==> config.mk <==
export PLATFORM = sky130hd
export DESIGN_NAME = vga_driver_param
export DESIGN_NICKNAME = d
export VERILOG_FILES = /design/src/rtl/vga_pkg.sv /design/src/rtl/vga_bar_gen.sv /design/src/rtl/vga_driver_param.sv
export SDC_FILE = /design/constraint.sdc
export NUM_CORES = 1
export LEC_CHECK = 0
export ABC_AREA = 1
export BUFFER_PORTS_ARGS = -buffer_cell sky130_fd_sc_hd__buf_2
export CAP_MARGIN = 20
export CORE_AREA = 8 8 63 79
export CTS_BUF_LIST = sky130_fd_sc_hd__clkbuf_2
export DETAILED_ROUTE_END_ITERATION = 7
export DIE_AREA = 0 0 71 87
export PLACE_DENSITY = 0.95
export SLEW_MARGIN = 15
export SYNTH_ARGS = -nofsm -noshare
export SYNTH_HDL_FRONTEND = slang
export SYNTH_SLANG_ARGS = --single-unit
==> constraint.sdc <==
create_clock -name clk -period 2.9 [get_ports clk]
set_input_delay 0.145 -clock clk [delete_from_list [all_inputs] [get_ports clk]]
set_output_delay 0.145 -clock clk [all_outputs]
set_load 0.05 [all_outputs]
==> src/rtl/vga_pkg.sv <==
// Shared timing defaults, RGB565 colour-bar constants and timing helpers
// for the parametrised VGA driver family.
package vga_pkg;

  localparam int unsigned DEF_H_SYNC  = 96;
  localparam int unsigned DEF_H_BACK  = 48;
  localparam int unsigned DEF_H_DISP  = 640;
  localparam int unsigned DEF_H_FRONT = 16;
  localparam int unsigned DEF_V_SYNC  = 2;
  localparam int unsigned DEF_V_BACK  = 33;
  localparam int unsigned DEF_V_DISP  = 480;
  localparam int unsigned DEF_V_FRONT = 10;

  localparam int unsigned CNT_W     = 11;
  localparam int unsigned CNT_LIMIT = 2048;
  localparam int unsigned LEAD_MAX  = 4;

  typedef enum logic [2:0] {
    BAR_WHITE,
    BAR_YELLOW,
    BAR_CYAN,
    BAR_GREEN,
    BAR_MAGENTA,
    BAR_RED,
    BAR_BLUE,
    BAR_BLACK
  } bar_e;

  localparam logic [15:0] RGB565_WHITE   = 16'hFFFF;
  localparam logic [15:0] RGB565_YELLOW  = 16'hFFE0;
  localparam logic [15:0] RGB565_CYAN    = 16'h07FF;
  localparam logic [15:0] RGB565_GREEN   = 16'h07E0;
  localparam logic [15:0] RGB565_MAGENTA = 16'hF81F;
  localparam logic [15:0] RGB565_RED     = 16'hF800;
  localparam logic [15:0] RGB565_BLUE    = 16'h001F;
  localparam logic [15:0] RGB565_BLACK   = 16'h0000;

  function automatic int unsigned timing_total(
    input int unsigned sync_w,
    input int unsigned back_w,
    input int unsigned disp_w,
    input int unsigned front_w
  );
    return sync_w + back_w + disp_w + front_w;
  endfunction

  function automatic logic [15:0] bar_colour(input bar_e bar);
    logic [15:0] colour;
    colour = RGB565_BLACK;
    case (bar)
      BAR_WHITE:   colour = RGB565_WHITE;
      BAR_YELLOW:  colour = RGB565_YELLOW;
      BAR_CYAN:    colour = RGB565_CYAN;
      BAR_GREEN:   colour = RGB565_GREEN;
      BAR_MAGENTA: colour = RGB565_MAGENTA;
      BAR_RED:     colour = RGB565_RED;
      BAR_BLUE:    colour = RGB565_BLUE;
      BAR_BLACK:   colour = RGB565_BLACK;
      default:     colour = RGB565_BLACK;
    endcase
    return colour;
  endfunction

endpackage

==> src/rtl/vga_bar_gen.sv <==
// Eight vertical RGB565 colour bars across the active line; used only
// when VGA_TEST_PATTERN_EN is defined.
module vga_bar_gen
  import vga_pkg::*;
#(
  parameter int unsigned H_DISP = DEF_H_DISP
) (
  input  logic        clk,
  input  logic        rstn,
  input  logic        de,
  output logic [15:0] colour
);

  // Very narrow test modes still get one pixel per bar.
  localparam int unsigned BAR_W = ((H_DISP / 8) == 0) ? 1 : (H_DISP / 8);
  localparam logic [CNT_W-1:0] BAR_LAST = CNT_W'(BAR_W - 1);

  bar_e             bar_idx;
  logic [CNT_W-1:0] bar_cnt;

  always_ff @(posedge clk or negedge rstn) begin
    if (!rstn) begin
      bar_idx <= BAR_WHITE;
      bar_cnt <= '0;
    end else if (!de) begin
      bar_idx <= BAR_WHITE;
      bar_cnt <= '0;
    end else if (bar_cnt == BAR_LAST) begin
      bar_idx <= bar_e'(bar_idx + 3'd1);
      bar_cnt <= '0;
    end else begin
      bar_cnt <= bar_cnt + 1'b1;
    end
  end

  always_comb begin
    colour = bar_colour(bar_idx);
  end

endmodule

==> src/rtl/vga_driver_param.sv <==
// Parametrised VGA/LCD timing driver with request lead and frame_start.
// Optional colour-bar generator enabled by macro VGA_TEST_PATTERN_EN.
module vga_driver_param
  import vga_pkg::*;
#(
  parameter int unsigned H_SYNC   = DEF_H_SYNC,
  parameter int unsigned H_BACK   = DEF_H_BACK,
  parameter int unsigned H_DISP   = DEF_H_DISP,
  parameter int unsigned H_FRONT  = DEF_H_FRONT,
  parameter int unsigned V_SYNC   = DEF_V_SYNC,
  parameter int unsigned V_BACK   = DEF_V_BACK,
  parameter int unsigned V_DISP   = DEF_V_DISP,
  parameter int unsigned V_FRONT  = DEF_V_FRONT,
  parameter bit          HS_POL   = 1'b0,
  parameter bit          VS_POL   = 1'b0,
  parameter int unsigned RGB_W    = 16,
  parameter int unsigned REQ_LEAD = 1
) (
  input  logic             clk,
  input  logic             rstn,
`ifdef VGA_TEST_PATTERN_EN
  input  logic             test_en,
`endif
  input  logic [RGB_W-1:0] pixel_data,
  output logic             vga_hs,
  output logic             vga_vs,
  output logic             vga_de,
  output logic [RGB_W-1:0] vga_rgb,
  output logic             data_req,
  output logic [10:0]      pixel_xpos,
  output logic [10:0]      pixel_ypos,
  output logic             frame_start
);

  localparam int unsigned H_TOTAL = timing_total(H_SYNC, H_BACK, H_DISP, H_FRONT);
  localparam int unsigned V_TOTAL = timing_total(V_SYNC, V_BACK, V_DISP, V_FRONT);
  localparam int unsigned H_ACT   = H_SYNC + H_BACK;
  localparam int unsigned V_ACT   = V_SYNC + V_BACK;

  if (H_TOTAL > CNT_LIMIT) begin : g_err_htotal
    $error("vga_driver_param: H_TOTAL exceeds 2048");
  end
  if (V_TOTAL > CNT_LIMIT) begin : g_err_vtotal
    $error("vga_driver_param: V_TOTAL exceeds 2048");
  end
  if (REQ_LEAD > LEAD_MAX) begin : g_err_lead
    $error("vga_driver_param: REQ_LEAD above 4");
  end
  if (REQ_LEAD > H_ACT) begin : g_err_lead_act
    $error("vga_driver_param: REQ_LEAD exceeds H_SYNC+H_BACK");
  end

  localparam logic [CNT_W-1:0] H_LAST = CNT_W'(H_TOTAL - 1);
  localparam logic [CNT_W-1:0] V_LAST = CNT_W'(V_TOTAL - 1);

  // Window bounds held one bit wider so a bound of exactly 2048 stays exact.
  localparam logic [CNT_W:0] HS_END    = (CNT_W+1)'(H_SYNC);
  localparam logic [CNT_W:0] VS_END    = (CNT_W+1)'(V_SYNC);
  localparam logic [CNT_W:0] DE_H_BEG  = (CNT_W+1)'(H_ACT);
  localparam logic [CNT_W:0] DE_H_END  = (CNT_W+1)'(H_ACT + H_DISP);
  localparam logic [CNT_W:0] REQ_H_BEG = (CNT_W+1)'(H_ACT - REQ_LEAD);
  localparam logic [CNT_W:0] REQ_H_END = (CNT_W+1)'(H_ACT + H_DISP - REQ_LEAD);
  localparam logic [CNT_W:0] DE_V_BEG  = (CNT_W+1)'(V_ACT);
  localparam logic [CNT_W:0] DE_V_END  = (CNT_W+1)'(V_ACT + V_DISP);

  localparam logic [CNT_W-1:0] REQ_X0 = CNT_W'(H_ACT - REQ_LEAD);
  localparam logic [CNT_W-1:0] REQ_Y0 = CNT_W'(V_ACT);

  logic             run;
  logic [CNT_W-1:0] h_cnt;
  logic [CNT_W-1:0] v_cnt;

  always_ff @(posedge clk or negedge rstn) begin
    if (!rstn) begin
      run   <= 1'b0;
      h_cnt <= '0;
      v_cnt <= '0;
    end else begin
      run <= 1'b1;
      if (run) begin
        if (h_cnt == H_LAST) begin
          h_cnt <= '0;
          v_cnt <= (v_cnt == V_LAST) ? '0 : v_cnt + 1'b1;
        end else begin
          h_cnt <= h_cnt + 1'b1;
        end
      end
    end
  end

  logic [CNT_W:0] h_ext;
  logic [CNT_W:0] v_ext;
  logic           hs_act;
  logic           vs_act;
  logic           v_win;
  logic           de_h_win;
  logic           req_h_win;

  always_comb begin
    h_ext     = {1'b0, h_cnt};
    v_ext     = {1'b0, v_cnt};
    hs_act    = run && (h_ext < HS_END);
    vs_act    = run && (v_ext < VS_END);
    v_win     = (v_ext >= DE_V_BEG) && (v_ext < DE_V_END);
    de_h_win  = (h_ext >= DE_H_BEG) && (h_ext < DE_H_END);
    req_h_win = (h_ext >= REQ_H_BEG) && (h_ext < REQ_H_END);
  end

  always_comb begin
    vga_hs      = hs_act ? HS_POL : ~HS_POL;
    vga_vs      = vs_act ? VS_POL : ~VS_POL;
    vga_de      = run && v_win && de_h_win;
    data_req    = run && v_win && req_h_win;
    pixel_xpos  = data_req ? (h_cnt - REQ_X0) : '0;
    pixel_ypos  = data_req ? (v_cnt - REQ_Y0) : '0;
    frame_start = run && (h_cnt == '0) && (v_cnt == '0);
  end

`ifdef VGA_TEST_PATTERN_EN
  if (RGB_W != 16) begin : g_err_rgb_w
    $error("vga_driver_param: test pattern requires RGB_W of 16");
  end

  logic [15:0] bar_rgb;

  vga_bar_gen #(
    .H_DISP (H_DISP)
  ) u_bar_gen (
    .clk    (clk),
    .rstn   (rstn),
    .de     (vga_de),
    .colour (bar_rgb)
  );

  always_comb begin
    vga_rgb = '0;
    if (vga_de) begin
      vga_rgb = test_en ? RGB_W'(bar_rgb) : pixel_data;
    end
  end
`else
  always_comb begin
    vga_rgb = vga_de ? pixel_data : '0;
  end
`endif

endmodule

Yosys cells after proc, flatten, opt, wreduce, memory -nomap -nowiden
Index checks and enable logic that the tools add are counted.
{ "classes": {"n_reduce_logical": 13, "n_addsub": 4, "magnitude_cmp": 8, "muxes": 7, "n_eq_ne": 2} }
{ "ops": {"columns": ["cell", "n"], "rows": [
  ["$mux W11", 4],
  ["$lt A11 B10 Y1 const B", 3],
  ["$add A11 B1 Y11 const B", 2],
  ["$eq A11 B10 Y1 const B", 2],
  ["$ge A11 B8 Y1 const B", 2],
  ["$logic_not A11 Y1", 2],
  ["$mux W16", 1],
  ["$ge A11 B6 Y1 const B", 1],
  ["$lt A11 B2 Y1 const B", 1],
  ["$lt A11 B7 Y1 const B", 1],
  ["$sub A11 B6 Y11 const B", 1],
  ["$sub A11 B8 Y11 const B", 1],
  ["$logic_and A1 B1 Y1", 10],
  ["$mux W1", 2],
  ["$reduce_and A2 Y1", 1]
]} }
{ "totals": {"elab_cells": 37, "inputBits": 18, "output_inout_bits": 43, "register_bits": 23} }

Logic depth before layout (Yosys ltp)
{ "depth": {"depth_word": 5, "ltp_mapped": 11, "mapped_depth_nobuf": 9} }

Least setup slack after synthesis
Ideal clock, no wire load.
{ "synth_path": {"kind": "reg2out", "startpoint": "reg v_cnt[0]", "endpoint": "out frame_start", "n_path_buf": 0, "path_stages_with_launch": 7, "slack_ns": 0.671, "t_arrival_ns": 2.084, "t_required_ns": 2.755, "path_cell_list": "dfrtp_1 inv_1 ha_1 nand2_1 nor3_1 nand3_1 nor3b_1"} }
{ "synth_between": {"elab_chain_len": 2} }
{ "synth_lines": {"columns": ["element", "line", "text"], "rows": [
  ["from (decl)", "vga_driver_param.sv:71", "logic [CNT_W-1:0] v_cnt;"],
  ["from (signal assigned)", "vga_driver_param.sv:83", "v_cnt <= (v_cnt == V_LAST) ? '0 : v_cnt + 1'b1;"],
  ["$logic_not A11 Y1", "vga_driver_param.sv:116", "frame_start = run && (h_cnt == '0) && (v_cnt == '0);"],
  ["$logic_and A1 B1 Y1", "vga_driver_param.sv:116", null],
  ["to (decl)", "vga_driver_param.sv:32", "output logic frame_start"]
]} }
No other way between the ends.

Worst setup path in the final report
{ "layout_path": {"startpoint": "reg run", "endpoint": "out pixel_ypos[10]"} }
{ "layout_between": {"elab_chain_len": 3} }
{ "layout_lines": {"columns": ["element", "line", "text"], "rows": [
  ["from (decl)", "vga_driver_param.sv:69", "logic run;"],
  ["from (signal assigned)", "vga_driver_param.sv:75", "run <= 1'b0;"],
  ["from (signal assigned)", "vga_driver_param.sv:79", "run <= 1'b1;"],
  ["$logic_and A1 B1 Y1 (2 in a row)", "vga_driver_param.sv:113", "data_req = run && v_win && req_h_win;"],
  ["$mux W11", "vga_driver_param.sv:115", "pixel_ypos = data_req ? (v_cnt - REQ_Y0) : '0;"],
  ["to (decl)", "vga_driver_param.sv:31", "output logic [10:0] pixel_ypos,"]
]} }
No other way between the ends.

==> results.json <==
{
  "mostFrequentLayoutCell": "nor2_1",
  "cts.sinks": 23,
  "synth_compound_area_share_pct": 6.93,
  "core_sq_um": 3840,
  "syn_nets": 353,
  "htree_levels": 1,
  "clockRootBuffer": "clkbuf_2",
  "synthXorXnorAreaFrac_pct": 9.54,
  "finalNetCount": 406,
  "synth_seq_cells": 23,
  "grt_pass1_vias": 2183,
  "dr.pass1.iters": 5,
  "seqPwrFrac_pct": 49.2,
  "drt-initial-drc-count": 148,
  "cts_buffers": 3,
  "hold_class": "in2async",
  "fp.dieW_um": 71,
  "ys_seq_area_share_pct": 27.3,
  "routabilityCongestion": 0.980,
  "grt_start_max_net_pins": 24,
  "clockPowerShare_pct": 17.0,
  "share_comb_of_total_power_pct": 33.8,
  "drt-total-wl_mm": 5.80,
  "post-place-ws_ns": 0.726,
  "start_kind": "register",
  "antenna_found_initial": 0,
  "track_usage_pct": 18.5,
  "power_uw": 850,
  "netlist_instances": 331,
  "r2r_start": "h_cnt[0]",
  "cp_data_required_time_ns": 2.76,
  "startpoint": "run",
  "drc": 0,
  "tns_ns": 0,
  "rsz0062_at_grt": "no",
  "timing.final.crit_share_pct": 90.4,
  "overflow": 0,
  "final_area_sq_um": 2390,
  "power.switching_uw": 359,
  "leakagePower_nw": 1.56,
  "yosys.area_share.simple_pct": 38.9,
  "relSlewSlack_pct": 63.4,
  "drive_gt1_share_pct": 20.4,
  "hpwlAfterDp_mm": 4.52,
  "synthAdderAreaFrac_pct": 2.37,
  "intPower_uw": 491,
  "synth_area_sq_um": 2110,
  "finalCriticalPeriod_ns": 2.62,
  "hold_viol_final": 0,
  "cts_buffer_depth": 2,
  "post_cts_resized": 0,
  "fin_ws_ns": 0.280,
  "num_rows": 26,
  "crit_path_end_kind": "primary output",
  "yosysUniqueCellTypes": 28,
  "vias_per_cell": 5.35,
  "wire_per_inst_um": 13.7,
  "peakVddDrop_mv": 0.373,
  "cts_tree": "built",
  "seq_area_sq_um": 576,
  "fmax_mhz": 382,
  "multiInputGateArea_sq_um": 1220,
  "maxCapViolations": 0,
  "dpl_cell_area_sq_um": 2360,
  "clock_latency_ns": 0.36,
  "outcome": "finished, final reports clean",
  "worst_pin_slew_ns": 0.549,
  "slew_violations": 0,
  "layout_common_cells": "62 x nor2_1, 60 x nand2_1, 60 x buf_2",
  "avgSynthCellArea_sq_um": 6.38,
  "die_y_um": 87,
  "rr_worst_depth": 8,
  "ant_nets": 0,
  "fin_skew_ns": 0.0147,
  "ios": 61,
  "cp.arrival_ns": 2.48,
  "path_class": "reg2out",
  "reg2reg_slack_ns": 0.95,
  "port_buffers": 60,
  "synth_top_family_by_area": "simple AND/OR/NAND/NOR gates",
  "area_growth_pct": 13.0,
  "setup_viol": 0,
  "cp_max_fo": 23,
  "grt_pass1_wl_mm": 9.46,
  "nFillCells": 372,
  "initial_utilization_pct": 55.0,
  "die-area_sq_um": 6180,
  "synth_warnings": 0,
  "synthMuxAreaShare_pct": 0,
  "swShare_pct": 42.2,
  "clk_pin_slew_worst_paths_ns": 0.24,
  "cellPowerDensity_nw_per_um2": 356,
  "vias": 2272,
  "diodes": 0
}
sequential cells by signal, indices dropped and copies added, names as in the netlist:
| register | cells |
|---|---|
| h_cnt | 11 |
| v_cnt | 11 |
| run | 1 |
area by class of cell:
class | count | share of cell area [%]
Clock buffer | 4 | 0.839
Timing Repair Buffer | 62 | 13.3
Sequential cell | 23 | 24.1
Tap cell | 42 | 2.20
Multi-Input combinational cell | 241 | 51.2
Inverter | 53 | 8.33
timing repair:
item	4_1_cts	5_1_grt
endpoints found under the hold margin	23	0
hold buffers	1	0
endpoints found under the setup margin	0	0
setup buffers	0	0
worst max-delay path: stages, from the launching register on:
cell and delay [ns]:
dfrtp_1 0.68, clkinv_1 0.34, a21oi_1 0.20, nand2_1 0.11, nor2_4 0.17, nand2_4 0.19, nor2_1 0.15, buf_2 0.28
through the flow:
stage	std cells	hold WS [ns]	util (%)
3_3_place_gp	420	0.150	61.4
5_1_grt	425	0.300	62.2
3_5_place_dp	420	0.169	61.4
6_report	425	0.248	62.2
4_1_cts	425	0.290	62.2
2_1_floorplan	331	-0.151	-
cell families after synthesis:
logic type / after synthesis
AOI/OAI and AO/OA: 28
xor gates and xnor gates: 23
adders and majority gates: 4
buffers and inverters: 67
DFF: 23
other: 1
and+or+nand+nor: 185
power groups by stage:
| stage | Clock, mW | Combinational (mW) | Sequential (mW) |
|---|---|---|---|
| floorplan | 0 | 0.246 | 0.393 |
| global placement | 0 | 0.275 | 0.416 |
| detailed placement | 0 | 0.284 | 0.420 |
| CTS | 0.144 | 0.286 | 0.414 |
| global route | 0.154 | 0.328 | 0.420 |
| finish | 0.145 | 0.288 | 0.418 |
per-layer routing:
metal | vias to the layer above | wire [um] | part of all wire (%) | track usage (%)
li1 | 1130 | - | - | -
met1 | 997 | 2250 | 39 | 19.8
met2 | 129 | 2750 | 47 | 31.6
met3 | 16 | 663 | 11 | 5.76
met4 | 0 | 145 | 2.5 | 10.4
met5 | - | 0 | 0 | 0
cells in the mapped netlist (all sizes together):
| library cell | count | area share, % |
|---|---|---|
| buf | 12 | 5.1 |
| nand3 | 30 | 7.1 |
| ha | 4 | 2.4 |
| nor2 | 69 | 14 |
| nor3b | 1 | 0.36 |
| o21bai | 1 | 0.36 |
| nand3b | 1 | 0.36 |
| nand2 | 62 | 12 |
| dfrtp | 23 | 27 |
| conb | 1 | 0.18 |
| a21oi | 10 | 2.5 |
| inv | 52 | 9.2 |
| xnor2 | 1 | 0.41 |
| nor3 | 13 | 3.1 |
| o21ai | 17 | 4.0 |
| clkbuf | 2 | 0.36 |
| xor2 | 22 | 9.1 |
| nor4 | 1 | 0.30 |
| nand4 | 8 | 2.4 |
| clkinv | 1 | 0.18 |
final timing paths:
path / endpoint
worst max-delay path: pixel_ypos[10]
worst min-delay path: v_cnt[2]
worst max register to register: v_cnt[4]
worst min register to register: v_cnt[8]
max in group asynchronous: h_cnt[7]
min in group clk: v_cnt[8]
Note: power is estimated with default switching activity, not from simulation.
